--- config.mk ---
export PLATFORM = sky130hd
export DESIGN_NAME = hub_linear_fold_sequencer_flat
export DESIGN_NICKNAME = d
export VERILOG_FILES = /design/src/rtl/hub_linear_fold_sequencer_if.sv /design/src/rtl/hub_linear_fold_sequencer.sv /design/src/flat_wrapper.sv
export SDC_FILE = /design/constraint.sdc
export NUM_CORES = 1
export LEC_CHECK = 0
export BUFFER_PORTS_ARGS = -buffer_cell sky130_fd_sc_hd__buf_2
export CORE_MARGIN = 2
export CORE_UTILIZATION = 30
export CTS_CLUSTER_SIZE = 40
export DETAILED_ROUTE_END_ITERATION = 6
export HOLD_SLACK_MARGIN = 0.06
export PLACE_DENSITY = 0.48
export REMOVE_ABC_BUFFERS = 1
export SYNTH_ARGS = -nofsm -noshare
export SYNTH_HDL_FRONTEND = slang
export SYNTH_SLANG_ARGS = --single-unit
--- constraint.sdc ---
create_clock -name clk -period 2.2 [get_ports clk]
set_clock_uncertainty 0.1 [all_clocks]
set_input_delay 0.44 -clock clk [delete_from_list [all_inputs] [get_ports clk]]
set_output_delay 0.44 -clock clk [all_outputs]
set_load 0.01 [all_outputs]
--- src/rtl/hub_linear_fold_sequencer_if.sv ---
// Control bundle between the fold sequencer (master) and the HUB linear datapath (slave).
interface hub_linear_fold_sequencer_if #(
  parameter int PWID = 2
);
  logic            start;
  logic            ready;
  logic            busy;
  logic            load;
  logic [PWID-1:0] partMul;
  logic [PWID-1:0] partAcc;
  logic            accValid;
  logic            clear;
  logic            sel;
  logic            done;

  modport master (
    input  start,
    output ready, busy, load, partMul, partAcc, accValid, clear, sel, done
  );

  modport slave (
    output start,
    input  ready, busy, load, partMul, partAcc, accValid, clear, sel, done
  );
endinterface

--- src/rtl/hub_linear_fold_sequencer.sv ---
// Sequences one folded HUB linear inference: weight load, FOLD parts of BLEN cycles,
// adder-tree drain, then a done pulse with a double-buffer swap.
module hub_linear_fold_sequencer #(
  parameter int FOLD = 4,
  parameter int PWID = 2,
  parameter int BLEN = 256,
  parameter int PLAT = 2
) (
  input  logic                         clk,
  input  logic                         rst_n,
  hub_linear_fold_sequencer_if.master  bus
);
  localparam int CWID = $clog2(BLEN);
  localparam int DWID = (PLAT > 1) ? $clog2(PLAT) : 1;

  typedef enum logic [2:0] {S_IDLE, S_LOAD, S_RUN, S_DRAIN, S_DONE} state_t;

  state_t          r_state, w_state_next;
  logic [CWID-1:0] r_cnt, w_cnt_next;
  logic [PWID-1:0] r_part, w_part_next;
  logic [DWID-1:0] r_drain, w_drain_next;
  logic            r_load, r_done, r_sel;
  logic            w_load_next, w_done_next, w_sel_next;
  logic            w_run, w_clr_src;

  always_ff @(posedge clk) begin
    if (!rst_n) begin
      r_state <= S_IDLE;
      r_cnt   <= '0;
      r_part  <= '0;
      r_drain <= '0;
      r_load  <= 1'b0;
      r_done  <= 1'b0;
      r_sel   <= 1'b0;
    end else begin
      r_state <= w_state_next;
      r_cnt   <= w_cnt_next;
      r_part  <= w_part_next;
      r_drain <= w_drain_next;
      r_load  <= w_load_next;
      r_done  <= w_done_next;
      r_sel   <= w_sel_next;
    end
  end

  always_comb begin
    w_state_next = r_state;
    w_cnt_next   = r_cnt;
    w_part_next  = r_part;
    w_drain_next = r_drain;
    case (r_state)
      S_IDLE: if (bus.start) w_state_next = S_LOAD;
      S_LOAD: begin
        w_state_next = S_RUN;
        w_cnt_next   = '0;
        w_part_next  = '0;
      end
      S_RUN: begin
        if (r_cnt == CWID'(BLEN - 1)) begin
          w_cnt_next = '0;
          // part saturates at FOLD-1; the last part leaves RUN instead of wrapping
          if (r_part < PWID'(FOLD - 1)) begin
            w_part_next = r_part + PWID'(1);
          end else if (PLAT == 0) begin
            w_state_next = S_DONE;
          end else begin
            w_state_next = S_DRAIN;
            w_drain_next = '0;
          end
        end else begin
          w_cnt_next = r_cnt + CWID'(1);
        end
      end
      S_DRAIN: begin
        if (r_drain == DWID'(PLAT - 1)) w_state_next = S_DONE;
        else                            w_drain_next = r_drain + DWID'(1);
      end
      S_DONE:  w_state_next = S_IDLE;
      default: w_state_next = S_IDLE;
    endcase
  end

  // Registered strobes decode the next state so they line up with the state itself.
  always_comb begin
    w_load_next = (w_state_next == S_LOAD);
    w_done_next = (w_state_next == S_DONE);
    w_sel_next  = r_sel ^ w_done_next;
  end

  assign w_run       = (r_state == S_RUN);
  assign w_clr_src   = w_run && (r_part == '0) && (r_cnt == '0);
  assign bus.ready   = (r_state == S_IDLE);
  assign bus.busy    = (r_state != S_IDLE);
  assign bus.load    = r_load;
  assign bus.done    = r_done;
  assign bus.sel     = r_sel;
  assign bus.partMul = r_part;

  generate
    if (PLAT == 0) begin : g_nodly
      assign bus.accValid = w_run;
      assign bus.clear    = w_clr_src;
      assign bus.partAcc  = r_part;
    end else begin : g_dly
      logic [PLAT-1:0] r_acc_sr;
      logic [PLAT-1:0] r_clr_sr;
      logic [PWID-1:0] r_pacc_sr [PLAT];

      // Keeps shifting outside RUN so partAcc settles on the last part.
      always_ff @(posedge clk) begin
        if (!rst_n) begin
          r_acc_sr <= '0;
          r_clr_sr <= '0;
          for (int i = 0; i < PLAT; i++) r_pacc_sr[i] <= '0;
        end else begin
          r_acc_sr[0]  <= w_run;
          r_clr_sr[0]  <= w_clr_src;
          r_pacc_sr[0] <= r_part;
          for (int i = 1; i < PLAT; i++) begin
            r_acc_sr[i]  <= r_acc_sr[i-1];
            r_clr_sr[i]  <= r_clr_sr[i-1];
            r_pacc_sr[i] <= r_pacc_sr[i-1];
          end
        end
      end

      assign bus.accValid = r_acc_sr[PLAT-1];
      assign bus.clear    = r_clr_sr[PLAT-1];
      assign bus.partAcc  = r_pacc_sr[PLAT-1];
    end
  endgenerate
endmodule

--- src/flat_wrapper.sv ---
// flat-port wrapper written by rule: the top's interface ports become plain ports
module hub_linear_fold_sequencer_flat 
#(
  parameter int FOLD = 4,
  parameter int PWID = 2,
  parameter int BLEN = 256,
  parameter int PLAT = 2
)
  (clk, rst_n, bus_start, bus_ready, bus_busy, bus_load, bus_partMul, bus_partAcc, bus_accValid, bus_clear, bus_sel, bus_done);
  hub_linear_fold_sequencer_if #(.PWID(PWID)) bus_i ();
  input  logic clk;
  input  logic rst_n;
  input wire logic [$bits(bus_i.start)-1:0] bus_start;
  output wire logic [$bits(bus_i.ready)-1:0] bus_ready;
  output wire logic [$bits(bus_i.busy)-1:0] bus_busy;
  output wire logic [$bits(bus_i.load)-1:0] bus_load;
  output wire logic [$bits(bus_i.partMul)-1:0] bus_partMul;
  output wire logic [$bits(bus_i.partAcc)-1:0] bus_partAcc;
  output wire logic [$bits(bus_i.accValid)-1:0] bus_accValid;
  output wire logic [$bits(bus_i.clear)-1:0] bus_clear;
  output wire logic [$bits(bus_i.sel)-1:0] bus_sel;
  output wire logic [$bits(bus_i.done)-1:0] bus_done;
  assign bus_i.start = bus_start;
  assign bus_ready = bus_i.ready;
  assign bus_busy = bus_i.busy;
  assign bus_load = bus_i.load;
  assign bus_partMul = bus_i.partMul;
  assign bus_partAcc = bus_i.partAcc;
  assign bus_accValid = bus_i.accValid;
  assign bus_clear = bus_i.clear;
  assign bus_sel = bus_i.sel;
  assign bus_done = bus_i.done;
  hub_linear_fold_sequencer #(.FOLD(FOLD), .PWID(PWID), .BLEN(BLEN), .PLAT(PLAT)) u_core (.clk(clk), .rst_n(rst_n), .bus(bus_i));
endmodule
* Word-level counts from Yosys, hierarchy flattened
Memories as Yosys holds them, arrays and structs flattened.
Cells that the tools add are included.
** Cells by class
- Add/sub/neg operators :: 3
- Multipliers :: 0
- Div/mod/pow operators :: 0
- $lt $le $gt $ge :: 1
- Equal/unequal tests :: 9
- Shift-type cells :: 0
- Mux-type cells :: 18
- Bitwise gates (word level) :: 3
- Reductions and logical operators :: 10
** Operator list (count)
- $pmux W8 S2 :: 1
- $mux W3 :: 4
- $pmux W3 S4 :: 1
- $add A8 B1 Y8 const B :: 1
- $eq A8 B8 Y1 const B :: 1
- $logic_not A8 Y1 :: 1
- $mux W2 :: 4
- $mux W8 :: 1
- $eq A3 B1 Y1 const B :: 2
- $eq A3 B2 Y1 const B :: 2
- $ne A2 B2 Y1 const B :: 3
- $reduce_and A3 Y1 :: 2
- $mux W1 :: 5
- $pmux W2 S2 :: 1
- $reduce_bool A2 Y1 :: 2
- $eq A3 B3 Y1 const B :: 1
- $logic_not A3 Y1 :: 1
- $reduce_bool A3 Y1 :: 1
- $add A2 B1 Y2 const B :: 1
- $logic_and A1 B1 Y1 :: 2
- $logic_not A2 Y1 :: 1
- $lt A2 B2 Y1 const B :: 1
- $or A1 B1 Y1 :: 2
- $pmux W1 S2 :: 1
- other kinds (2) :: 2
** Storage, ports and cells
- Register bits after elaboration :: 21
- Bits in latches :: 0
- Bits in writable memories :: 4
- Bits in read-only memories :: 0
- Input port bits :: 3
- Output and inout bits :: 11
- Word-level logic and storage cells :: 54
- Memories kept :: 1
** Memories
- u_core.g_dly.r_pacc_sr :: depth 2, bits a word 2, read ports 2, clocked after memory_dff 0, write ports 2, RTL line hub_linear_fold_sequencer.sv:107 : logic [PWID-1:0] r_pacc_sr [PLAT];

* Depth between registers and ports, before layout
- Depth in word-level cells :: 6
- Depth in mapped cells :: 5
- Mapped depth without buffers :: 5

* Worst setup path after synthesis
No wires, ideal clock.
- Path type :: register to register
- Start point :: reg u_core.r_cnt[1]
- End point :: reg u_core.r_part[0], in the netlist u_core.bus.partMul[0]
- Library setup time :: 0.074 ns
- Arrival time :: 1.795 ns
- Required time :: 2.026 ns
- Path slack :: 0.231 ns
- Stages on the path, launching flop included :: 6
- Path buffers :: 0
- Clock period less this slack :: 1.969 ns
- Cells stage by stage :: dfxtp_1 > ha_1 > nand4_2 > or4_4 > or3_1 > a31oi_1
** On the way
- Longest elaborated chain between the ends :: 3
** RTL lines
- start: declaration :: RTL line hub_linear_fold_sequencer.sv:19 : logic [CWID-1:0] r_cnt, w_cnt_next;
- start signal: assignment :: RTL line hub_linear_fold_sequencer.sv:37 : r_cnt <= w_cnt_next;
- $eq A8 B8 Y1 :: RTL line hub_linear_fold_sequencer.sv:59 : if (r_cnt == CWID'(BLEN - 1)) begin
- $ne A2 B2 Y1 (no source line)
- $reduce_and A3 Y1 (no source line)
- end signal: assignment :: RTL line hub_linear_fold_sequencer.sv:38 : r_part <= w_part_next;
- end: declaration :: RTL line hub_linear_fold_sequencer.sv:20 : logic [PWID-1:0] r_part, w_part_next;
Every way passes these cells.
A chain may end at the register's enable or synchronous reset.

* Worst setup path in the final report
Ends and elaborated chain as after synthesis.

==> results.yml <==
routing:
  via_per_inst: 4.945
  drc: 0
  met3_length_um: 89
  drtIter0Drc: 59
  top_layer: "met4"
  wl_per_cell_um: 12.20
  drt-total-wl_um: 2233
  m1WireLength_um: 1061
  dr_wl_met2_um: 1063
  vias: 905
  postRouteAntennaNets: 0
  drt_first_pass_iters: 4
synthesis:
  synth_top_cell_area_share_pct: 44.25
  netlist_area_sq_um: 1131
  synth_edf_count: 0
  synth-seq-area-share_pct: 44.25
  yosys.area.top_type: "dfxtp_1"
  synthCells: 123
  ys_top_cells_by_count: "dfxtp_1, a21oi_1, inv_1, nand3_1, nor2_1"
  ys_top_cells_by_area: "dfxtp_1, ha_1, a21oi_1, buf_4, nand3_1"
  avgSynthCellArea_sq_um: 9.196
  synth_seq_cells: 25
  ys_types: 40
  async_flop_share_pct: 0
  synthMostInstantiatedCell: "dfxtp_1"
  yosys_warnings: 0
  synth-main-ff-cell: "dfxtp_1"
power_and_ir_drop:
  pwr_density_cell_nw_per_um2: 636.0
  leakage_nw: 0.5240
  vdd_drop_max_mv: 0.2122
  p_total_w: 0.0008077
final_layout:
  stdcell_count: 183
  syn_to_final_growth_pct: 12.28
  layout-drive-gt1-share_pct: 20.74
  fill_cells: 401
  layout.nets: 143
  antennaDiodeCount: 0
sta:
  whs_ps: 342.5
  grt_setup_unrepaired: "no"
  finalHoldViolCount: 0
  fin_crit_sh_pct: 91.14
  fin_tns_setup_ps: 0
  relSlewSlack_pct: 60.12
  finalWorstSetupSlack_ps: 195.0
  worst_pin_slew_ps: 596.9
  fin_crit_ps: 2005
  clock.fmax_mhz: 498.7
  slew_viol_final: 0
  setup_viol: 0
critical_path:
  crit_fanout: 7
  critPathRequiredTime_ps: 2290
  startpoint_type: "flop"
  timing.rr.end: "u_core.bus.partMul[0]"
  r2r-start: "u_core.r_cnt[1]"
  worstSetupEndpointType: "flop"
  rrSetupSlack_ps: 190
  reg2reg_depth: 5
  crit_type: "reg2reg"
  worstPathArrival_ps: 2090
hold_path:
  hold_class: "reg2reg"
  holdPathEnd: "u_core.g_dly.r_clr_sr[1]"
  hp-start: "u_core.g_dly.r_clr_sr[0]"
  hold-path-cell-count: 1
cts:
  cts.repair.resized: 0
  post_cts_buffers: 0
  clk_pin_slew_worst_paths_ps: 90
  numCtsBuffers: 3
  cts.htree.levels: 1
  clockBufferDepth: 2
  cts_tree: "yes"
  cts-hold-fix-buffers: 0
  cts_sinks: 25
  cts_root_buf: "clkbuf_8"
  clock_latency_ps: 260
global_routing:
  grt_pass1_wl_um: 3774
  overflow: 0
  grt_pass1_vias: 831
  antenna_found_initial: 0
  grt_max_degree: 16
  grt_use_total_pct: 11.27
placement:
  post-place-ws_ps: 218.4
  place_congestion: 0.7090
  portBuffers: 13
  placed_cells: 179
  dp_hpwl_um: 1611
run:
  cap_violations: 0
die:
  die_x_um: 65.40
  die-area_sq_um: 4277
  core_sq_um: 3633
  start_util_pct: 31.13
  die_h_um: 65.40
  ioPinCount: 14
  num_rows: 22
outcome:
  status: "finished, final reports clean"
==> flip-flops by register name, summed over array words and instances, names as in the netlist <==
| signal | cells |
|---|---|
| u_core.bus.load | 1 |
| u_core.bus.sel | 1 |
| u_core.r_cnt | 8 |
| u_core.bus.done | 1 |
| u_core.bus.partMul | 2 |
| u_core.r_state | 3 |
| u_core.g_dly.r_clr_sr | 2 |
| u_core.g_dly.r_pacc_sr | 4 |
| u_core.r_drain | 1 |
| u_core.g_dly.r_acc_sr | 2 |
==> per-layer routing <==
layer / GRT usage [%] / vias up
met3: 2.055 / 2
met4: 3.906 / 0
met1: 13.88 / 424
met5: 0 / -
met2: 19.64 / 17
li1: - / 462
==> kinds of logic (layout without fill, tap and decap cells) <==
group,after synthesis,count (layout),synth area share [%]
compound gates,24,24,14.49
xor+xnor,1,1,0.7745
fa+ha+maj,4,4,4.425
buf+inv,17,29,8.186
flops,25,25,44.25
mux,2,2,1.770
simple gates,50,50,26.11
==> placed cells by master (no fill, tap or decap), types with 3 or more instances in the layout <==
cell type	count
nand2b_1	3
nor3_1	4
nand2_1	6
nor2_1	7
a21oi_1	8
inv_1	8
nand3_1	7
buf_2	13
ha_1	4
and2_1	4
buf_4	4
dfxtp_1	25
or3_1	3
clkbuf_8	3
==> cell type report <==
class / instances / area [sq um] / share of cell area (%)
multi-input combinational: 81 / 538.0 / 42.36
clock buffer: 3 / 41.29 / 3.251
sequential: 25 / 500.5 / 39.41
tap: 48 / 60.06 / 4.729
inverter: 8 / 30.03 / 2.365
timing repair buffer: 17 / 95.09 / 7.488
clock inverter: 1 / 5.005 / 0.3941
==> power by group <==
part           switching [W]  leakage, nW  internal [W]
combinational      0.0000411        0.296     0.0000308
clock               0.000137       0.0255      0.000126
sequential         0.0000110        0.202      0.000462
total               0.000189        0.524      0.000619
==> through the flow <==
| stage | instance area, sq um | utilization [%] |
|---|---|---|
| final | 1270 | 34.95 |
| after global placement | 1224 | 33.68 |
| after global routing | 1270 | 34.95 |
| after detailed placement | 1224 | 33.68 |
| after floorplan | 1069 | - |
| after CTS | 1270 | 34.95 |
==> worst max-delay path, stage by stage, from the launching register on <==
cell and delay (ps):
dfxtp_1 450, ha_1 220, nand4_2 140, or4_4 550, or3_1 310, a31oi_1 160
==> worst max-delay path by stage <==
stage                    startpoint                     to  slack (ps)  depth (start not counted)
CTS                 u_core.r_cnt[1]  u_core.bus.partMul[0]         200                          5
detailed placement  u_core.r_cnt[1]  u_core.bus.partMul[0]         220                          5
global route        u_core.r_cnt[0]  u_core.bus.partMul[0]          70                          5
finish              u_core.r_cnt[1]  u_core.bus.partMul[0]         190                          5
floorplan           u_core.r_cnt[1]  u_core.bus.partMul[0]         230                          5
global placement    u_core.r_cnt[1]  u_core.bus.partMul[0]         270                          5
(Power assumes the default switching activity.)
